===== src/rtl/io_port_unit_pkg.sv =====
// Shared definitions for the buffered processor I/O port: default width,
// error-flag bit positions and interrupt FSM state encodings.
package io_port_unit_pkg;

  localparam int DATA_W_DEF  = 16;
  localparam int ERR_OUT_OVF = 0;
  localparam int ERR_IN_UNF  = 1;

  typedef enum logic [1:0] {
    ST_IDLE       = 2'd0,
    ST_PULSE      = 2'd1,
    ST_ARMED_WAIT = 2'd2
  } int_state_t;

endpackage


===== src/rtl/io_port_unit_sync_fifo.sv =====
// First-word fall-through synchronous FIFO with registered full/empty flags.
// Push while full is only honoured together with a pop; pop while empty is ignored.
module sync_fifo #(
  parameter int W     = 16,
  parameter int DEPTH = 4
) (
  input  logic                     clk,
  input  logic                     rst,
  input  logic                     push,
  input  logic                     pop,
  input  logic [W-1:0]             din,
  output logic [W-1:0]             dout,
  output logic                     full,
  output logic                     empty,
  output logic [$clog2(DEPTH):0]   count
);

  localparam int AW = $clog2(DEPTH);

  logic [W-1:0]  r_mem [DEPTH];
  logic [AW-1:0] r_wr_ptr;
  logic [AW-1:0] r_rd_ptr;
  logic [AW:0]   r_count;
  logic          r_full;
  logic          r_empty;

  logic          w_push;
  logic          w_pop;
  logic [AW:0]   w_count_nxt;

  assign w_pop  = pop && !r_empty;
  assign w_push = push && (!r_full || w_pop);

  always_comb begin
    w_count_nxt = r_count;
    case ({w_push, w_pop})
      2'b10:   w_count_nxt = r_count + (AW+1)'(1);
      2'b01:   w_count_nxt = r_count - (AW+1)'(1);
      default: w_count_nxt = r_count;
    endcase
  end

  // Storage is not reset: contents are only visible through the pointers.
  always_ff @(posedge clk) begin
    if (w_push) begin
      r_mem[r_wr_ptr] <= din;
    end
  end

  always_ff @(posedge clk) begin
    if (rst) begin
      r_wr_ptr <= '0;
      r_rd_ptr <= '0;
      r_count  <= '0;
      r_full   <= 1'b0;
      r_empty  <= 1'b1;
    end else begin
      if (w_push) begin
        r_wr_ptr <= r_wr_ptr + AW'(1);
      end
      if (w_pop) begin
        r_rd_ptr <= r_rd_ptr + AW'(1);
      end
      r_count <= w_count_nxt;
      r_full  <= (w_count_nxt == (AW+1)'(DEPTH));
      r_empty <= (w_count_nxt == '0);
    end
  end

  assign dout  = r_mem[r_rd_ptr];
  assign full  = r_full;
  assign empty = r_empty;
  assign count = r_count;

endmodule


===== src/rtl/io_port_unit.sv =====
// Buffered I/O port between the core's OUT/IN instructions and external devices,
// with sticky error flags and a once-per-burst input-arrival interrupt.
module io_port_unit
  import io_port_unit_pkg::*;
#(
  parameter int DATA_W    = DATA_W_DEF,
  parameter int OUT_DEPTH = 4,
  parameter int IN_DEPTH  = 4,
  parameter int INT_EN    = 1
) (
  input  logic              Clk,
  input  logic              Rst,
  input  logic [DATA_W-1:0] cpu_out,
  input  logic              cpu_out_we,
  output logic              out_full,
  output logic [DATA_W-1:0] cpu_in,
  input  logic              cpu_in_rd,
  output logic              in_empty,
  output logic              cpu_int,
  output logic [DATA_W-1:0] dev_out_data,
  output logic              dev_out_valid,
  input  logic              dev_out_ready,
  input  logic [DATA_W-1:0] dev_in_data,
  input  logic              dev_in_valid,
  output logic              dev_in_ready,
  output logic [1:0]        err_flags
);

  localparam int   OUT_AW   = $clog2(OUT_DEPTH);
  localparam int   IN_AW    = $clog2(IN_DEPTH);
  localparam logic L_INT_ON = (INT_EN != 0);

  logic              w_out_push;
  logic              w_out_pop;
  logic              w_out_full;
  logic              w_out_empty;
  logic [DATA_W-1:0] w_out_head;
  logic [OUT_AW:0]   w_out_count;
  logic              w_out_ovf;

  logic              w_in_push;
  logic              w_in_pop;
  logic              w_in_full;
  logic              w_in_empty;
  logic [DATA_W-1:0] w_in_head;
  logic [IN_AW:0]    w_in_count;
  logic [IN_AW:0]    w_in_cnt_nxt;
  logic              w_in_unf;

  logic [1:0]        r_err;
  int_state_t        r_int_state;
  logic              r_cpu_int;

  assign w_out_pop  = dev_out_ready && (w_out_count != '0);
  assign w_out_push = cpu_out_we && (!w_out_full || w_out_pop);
  assign w_out_ovf  = cpu_out_we && !w_out_push;

  assign w_in_push  = dev_in_valid && !w_in_full;
  assign w_in_pop   = cpu_in_rd && !w_in_empty;
  assign w_in_unf   = cpu_in_rd && w_in_empty;

  sync_fifo #(.W(DATA_W), .DEPTH(OUT_DEPTH)) u_out_fifo (
    .clk   (Clk),
    .rst   (Rst),
    .push  (w_out_push),
    .pop   (w_out_pop),
    .din   (cpu_out),
    .dout  (w_out_head),
    .full  (w_out_full),
    .empty (w_out_empty),
    .count (w_out_count)
  );

  sync_fifo #(.W(DATA_W), .DEPTH(IN_DEPTH)) u_in_fifo (
    .clk   (Clk),
    .rst   (Rst),
    .push  (w_in_push),
    .pop   (w_in_pop),
    .din   (dev_in_data),
    .dout  (w_in_head),
    .full  (w_in_full),
    .empty (w_in_empty),
    .count (w_in_count)
  );

  // The FSM looks at the post-edge occupancy so an empty+refill cycle never re-arms.
  always_comb begin
    w_in_cnt_nxt = w_in_count;
    case ({w_in_push, w_in_pop})
      2'b10:   w_in_cnt_nxt = w_in_count + (IN_AW+1)'(1);
      2'b01:   w_in_cnt_nxt = w_in_count - (IN_AW+1)'(1);
      default: w_in_cnt_nxt = w_in_count;
    endcase
  end

  always_ff @(posedge Clk) begin
    if (Rst) begin
      r_err <= 2'b00;
    end else begin
      if (w_out_ovf) begin
        r_err[ERR_OUT_OVF] <= 1'b1;
      end
      if (w_in_unf) begin
        r_err[ERR_IN_UNF] <= 1'b1;
      end
    end
  end

  always_ff @(posedge Clk) begin
    if (Rst) begin
      r_int_state <= ST_IDLE;
      r_cpu_int   <= 1'b0;
    end else begin
      case (r_int_state)
        ST_IDLE: begin
          if (w_in_cnt_nxt != '0) begin
            r_int_state <= ST_PULSE;
            r_cpu_int   <= L_INT_ON;
          end else begin
            r_int_state <= ST_IDLE;
            r_cpu_int   <= 1'b0;
          end
        end
        ST_PULSE: begin
          r_int_state <= ST_ARMED_WAIT;
          r_cpu_int   <= 1'b0;
        end
        ST_ARMED_WAIT: begin
          if (w_in_cnt_nxt == '0) begin
            r_int_state <= ST_IDLE;
          end else begin
            r_int_state <= ST_ARMED_WAIT;
          end
          r_cpu_int <= 1'b0;
        end
        default: begin
          r_int_state <= ST_IDLE;
          r_cpu_int   <= 1'b0;
        end
      endcase
    end
  end

  assign out_full      = w_out_full;
  assign dev_out_valid = !w_out_empty;
  assign dev_out_data  = w_out_head;
  assign in_empty      = w_in_empty;
  assign dev_in_ready  = !w_in_full;
  assign cpu_in        = w_in_empty ? '0 : w_in_head;
  assign cpu_int       = r_cpu_int;
  assign err_flags     = r_err;

endmodule

===== config.mk =====
export PLATFORM = sky130hd
export DESIGN_NAME = io_port_unit
export DESIGN_NICKNAME = d
export VERILOG_FILES = /design/src/rtl/io_port_unit_pkg.sv /design/src/rtl/io_port_unit_sync_fifo.sv /design/src/rtl/io_port_unit.sv
export SDC_FILE = /design/constraint.sdc
export NUM_CORES = 1
export LEC_CHECK = 0
export ABC_AREA = 1
export CAP_MARGIN = 5
export CORE_ASPECT_RATIO = 1.25
export CORE_MARGIN = 4
export CORE_UTILIZATION = 55
export CTS_CLUSTER_DIAMETER = 60
export DETAILED_ROUTE_END_ITERATION = 12
export PLACE_DENSITY = 0.79
export SYNTH_ARGS = -nofsm -noshare
export SYNTH_HDL_FRONTEND = slang
export SYNTH_SLANG_ARGS = --single-unit

===== constraint.sdc =====
create_clock -name Clk -period 2.92 [get_ports Clk]
set_clock_uncertainty 0.1 [all_clocks]
set_input_delay 0.876 -clock Clk [delete_from_list [all_inputs] [get_ports Clk]]
set_output_delay 0.876 -clock Clk [all_outputs]
set_load 0.05 [all_outputs]

Word level (Yosys, flattened, before mapping)

Memories as Yosys holds them, arrays and structs flattened. A register that Yosys moved wholly into a read port is not among the register bits.
Index checks and enable logic that the tools add are counted.

Output and inout port bits: 39
Latch bits: 0
Logic and storage cells: 76
Memories: 2
ROM bits: 0
Register bits after elaboration: 23
RAM bits: 128

Memories:

| name             | depth | width | read ports | clocked after Yosys merged registers in | write ports | RTL line                     | RTL |
|---|---|---|---|---|---|---|---|
| u_in_fifo.r_mem  | 4     | 16    | 1          | 1                                       | 1           | io_port_unit_sync_fifo.sv:20 | `logic [W-1:0] r_mem [DEPTH];` |
| u_out_fifo.r_mem | 4     | 16    | 1          | 1                                       | 1           | io_port_unit_sync_fifo.sv:20 |  |

$lt $le $gt $ge: 0
Mux-type cells: 16
Eq/ne operators: 10
Add/sub/neg operators: 8
Divide/modulo/power cells: 0
Shift-type cells: 0
Bitwise gates (word level): 1
Reductions and logical operators: 25
Multiply operators: 0

Operators by type and width:

| kind                                                | count |
|---|---|
| one-hot mux 3 bit (2 select lines)                  | 3 |
| 2-to-1 mux 16 bit                                   | 1 |
| logical AND 1 bit                                   | 10 |
| 2-to-1 mux 2 bit                                    | 5 |
| logical NOT 3 bit                                   | 3 |
| adder 2 x 1 -> 2 bit, second input constant         | 4 |
| equality test 2 x 1 -> 1 bit, second input constant | 4 |
| equality test 2 bit, second input constant          | 4 |
| adder 3 x 1 -> 3 bit, second input constant         | 2 |
| equality test 3 bit, second input constant          | 2 |
| 2-to-1 mux 1 bit                                    | 6 |
| one-hot mux 2 bit (3 select lines)                  | 1 |
| nonzero test 3 bit                                  | 2 |
| subtractor 3 x 1 -> 3 bit, second input constant    | 2 |
| logical NOT 1 bit                                   | 5 |
| logical OR 1 bit                                    | 3 |
| logical NOT 2 bit                                   | 1 |
| OR reduction 2 bit                                  | 1 |
| inverter 1 bit                                      | 1 |

Longest topological paths before layout

Word-level depth: 8
Gate-level depth with buffers: 14
Gate-level depth less buffers: 14

Modules after synthesis

Synthesis repeated with hierarchy kept, for this count alone.

Cell total of the unflattened synthesis: 539
Area total of the unflattened synthesis: 6248.5 sq um

By module, submodules not included:

| module       | instances | area an instance (sq um) | cells an instance | seq. area each (sq um) |
|---|---|---|---|---|
| sync_fifo    | 2         | 2895.3                   | 228               | 2142.1 |
| io_port_unit | 1         | 457.9                    | 83                | 100.1 |

Least setup slack after synthesis

OpenSTA, ideal clock, no wires.

Kind: register -> output
From: reg u_in_fifo.r_empty (netlist: u_in_fifo.empty)
To: out cpu_in[10]
Buffers on the path: 2
Slack: 0.260 ns
Data arrival time: 1.684 ns
Cell stages (with the launch flop): 4
Cell sequence: dfxtp_1 > buf_2 > buf_1 > a21oi_1

Word-level cells in the longest chain between the ends: 1

Ends and longest elaborated chain:

| what                     | RTL line                     | RTL |
|---|---|---|
| start: declaration       | io_port_unit_sync_fifo.sv:25 | `logic r_empty;` |
| start signal: assignment | io_port_unit_sync_fifo.sv:66 | `r_empty <= (w_count_nxt == '0);` |
| 2-to-1 mux 16 bit        | io_port_unit.sv:149          | `assign cpu_in = w_in_empty ? '0 : w_in_head;` |
| end: declaration         | io_port_unit.sv:16           | `output logic [DATA_W-1:0] cpu_in,` |

Every way passes these cells.

==> impl_metrics.yaml <==
yosys:
  avgSynthCellArea_sq_um: 11.9
  yosys_warnings: 0
  netlist_area_sq_um: 6250
  ys_types: 34
  syn-num-nets: 580
  syn_inst: 526
  ys_seq_area_frac: 0.702
  ys_ff_latch: 155
cells_and_area:
  fillers: 811
  diodes: 0
  layout-drive-gt1-share: 0.163
  nets: 671
  synthToLayoutAreaGrowth_pct: 23.6
  fin_util: 0.697
  design_area_sq_um: 7720
grt:
  grt_pass1_vias: 4263
  grt_overflow_total: 0
  grtUsageTotal: 0.195
  grt_max_degree: 33
  antenna_found_initial: 0
  grt_first_pass_wirelength_mm: 19.6
run:
  drv_cap: 0
routing:
  via_per_inst: 5.36
  drtIter0Drc: 227
  dr_total_vias: 4103
  ant_nets: 0
  route.detailed.wl_per_inst_um: 15.7
  dr.pass1.iters: 4
  totalWireLength_mm: 12.0
  drc: 0
clock_network:
  cts_sinks: 155
  insertion_delay_ps: 410
  h-tree-depth: 4
  cts_buffers: 17
  hold_buffers: 0
  cts_tree: "built"
  clkTransAtPathRegs_ps: 60
  cts_setup_buffers: 0
  cts.root.buffer_cell: "clkbuf_16"
  cts_buffer_depth: 2
die:
  start_util: 0.564
  dieWidth_um: 103
  num_rows: 43
  die_area_sq_um: 13100
  ioPinCount: 77
  core-area_sq_um: 11100
  die_h_um: 127
sta:
  fmax_ghz: 0.365
  period_share: 0.937
  finalSetupViolations: 0
  relSlewSlack: 0.659
  period_needed_ps: 2740
  tns_ps: 0
  tightest_slew_ps: 510
  final_max_slew_viol_count: 0
  hold_violations: 0
  grt_setup_unrepaired: "no"
power:
  power_w: 0.00599
  leakagePower_nw: 2.89
  clkPwrFrac: 0.345
  p_sw_w: 0.00184
  swShare: 0.308
  p_comb_frac: 0.217
  seqPwrFrac: 0.437
  cellInternalPower_w: 0.00415
  ir_worst_vdd_uv: 537
  p_per_area_nw_per_um2: 776
min_path:
  min_path_type: "reg2reg"
  hp-start: "r_int_state[1]"
  whs_path_depth: 1
place:
  portBuffers: 76
  post_dp_cell_area_sq_um: 7140
  place_congestion: 0.812
  dp.final_hpwl_mm: 7.70
worst_setup_path:
  crit_type: "reg2out"
  start_kind: "flop"
  cp-end-kind: "output port"
  arrival_ps: 1760
  worstPathMaxFanout: 24
  r2r_slack_ps: 860
  reg2reg_depth: 13
  regToRegStartpoint: "u_out_fifo.count[0]"
  worstPathRequired_ps: 1940
status:
  run_status: "finished, final reports clean"
==> cells in the mapped netlist, drive strengths merged <==
| cell type | n | area share |
|---|---|---|
| nor3 | 3 | 0.0024 |
| nand3 | 9 | 0.010 |
| o21a | 2 | 0.0024 |
| o22ai | 16 | 0.016 |
| buf | 16 | 0.017 |
| o21ai | 74 | 0.059 |
| a21oi | 24 | 0.020 |
| or2 | 2 | 0.0020 |
| nand4 | 2 | 0.0020 |
| nor2 | 123 | 0.077 |
| clkinv | 2 | 0.0016 |
| xor2 | 2 | 0.0028 |
| inv | 40 | 0.024 |
| ha | 15 | 0.030 |
| edfxtp | 128 | 0.62 |
| a31oi | 1 | 0.0010 |
| nand2 | 33 | 0.023 |
| dfxtp | 27 | 0.087 |
| clkbuf | 6 | 0.0044 |
| fa | 1 | 0.0032 |
==> registers in the layout, summed over array words and instances, names as in the netlist, named ones only <==
| register | count |
|---|---|
| cpu_int | 1 |
| err_flags | 2 |
| r_int_state | 2 |
| u_in_fifo.count | 3 |
| u_in_fifo.empty | 1 |
| u_in_fifo.full | 1 |
| u_in_fifo.r_mem | 64 |
| u_in_fifo.r_rd_ptr | 2 |
| u_in_fifo.r_wr_ptr | 2 |
| u_out_fifo.count | 3 |
| u_out_fifo.empty | 1 |
| u_out_fifo.full | 1 |
| u_out_fifo.r_mem | 64 |
| u_out_fifo.r_rd_ptr | 2 |
| u_out_fifo.r_wr_ptr | 2 |
==> kinds of logic (layout without fill, tap and decap cells) <==
group                    after synthesis  count (layout)  share of synthesized area
buffers and inverters                 64             168                     0.0473
AO/OA/AOI/OAI                        117             117                     0.0986
adder cells (fa/ha/maj)               16              16                     0.0333
XOR/XNOR                               2               2                    0.00280
flip-flops                           155             155                      0.702
AND/OR/NAND/NOR                      172             172                      0.116
==> metrics by stage <==
| stage | setup slack, ps | hold slack, ps | cells |
|---|---|---|---|
| final | 183 | 344 | 765 |
| after detailed placement | -36.1 | 345 | 733 |
| after CTS | 88.4 | 350 | 765 |
| after global placement | 13.9 | 308 | 733 |
| after floorplan | 260 | 300 | 526 |
| after global routing | 67.2 | 388 | 765 |
==> what timing repair did <==
action,4_1_cts,5_1_grt
endpoints found under the setup margin,16,16
resized for setup,1,6
hold endpoints to repair,0,0
==> layout make-up <==
cell class / count / area, sq um / area share
inverter: 42 / 165 / 0.0214
tap: 135 / 169 / 0.0219
clock buffer: 18 / 429 / 0.0556
multi-input combinational: 307 / 1570 / 0.203
timing repair buffer: 94 / 863 / 0.112
clock inverter: 14 / 139 / 0.0180
sequential: 155 / 4390 / 0.568
==> power by group through the flow <==
stage               clock (W)  combinational, W  sequential (W)
floorplan                   0          0.000881         0.00267
global placement            0           0.00127         0.00266
detailed placement          0           0.00131         0.00266
CTS                   0.00210           0.00131         0.00262
global route          0.00221           0.00141         0.00264
finish                0.00207           0.00130         0.00262
==> layout by cell type (no fill, tap or decap), types with 2 or more instances in the layout <==
cell,netlist,layout
a21oi_1,23,23
buf_12,0,4
buf_4,2,47
clkbuf_16,0,17
clkdlybuf4s50_1,0,43
clkinv_2,2,2
clkinv_4,0,4
clkinvlp_4,0,4
dfxtp_1,27,25
edfxtp_1,128,128
ha_1,15,15
inv_1,34,34
inv_2,6,4
inv_4,0,2
inv_6,0,5
nand2_1,29,29
nand2_2,2,2
nand2_4,2,2
nand3_1,7,7
nand4_1,2,2
nor2_1,120,120
nor2_4,2,2
nor3_1,3,3
o21a_1,2,2
o21ai_0,66,66
o21ai_1,8,8
o22ai_1,16,16
xor2_1,2,2
==> worst max-delay path: stages (launching register included) <==
cell	delay, ps
dfxtp_2	450
buf_4	300
o21ai_0	130
o22ai_1	220
buf_4	240
==> worst paths after layout <==
kind	endpoint
worst max-delay path	dev_out_data[12]
worst min-delay path	r_int_state[1]
worst max register to register	u_out_fifo.empty
worst min register to register	r_int_state[1]
==> per-layer routing <==
metal / routed length (um) / part of all wire / track usage
met1: 4800 / 0.40 / 0.227
met2: 6430 / 0.54 / 0.339
met3: 585 / 0.049 / 0.0492
met4: 172 / 0.014 / 0.0785
met5: 0 / 0 / 0
Power figures use the tool's default switching activity.
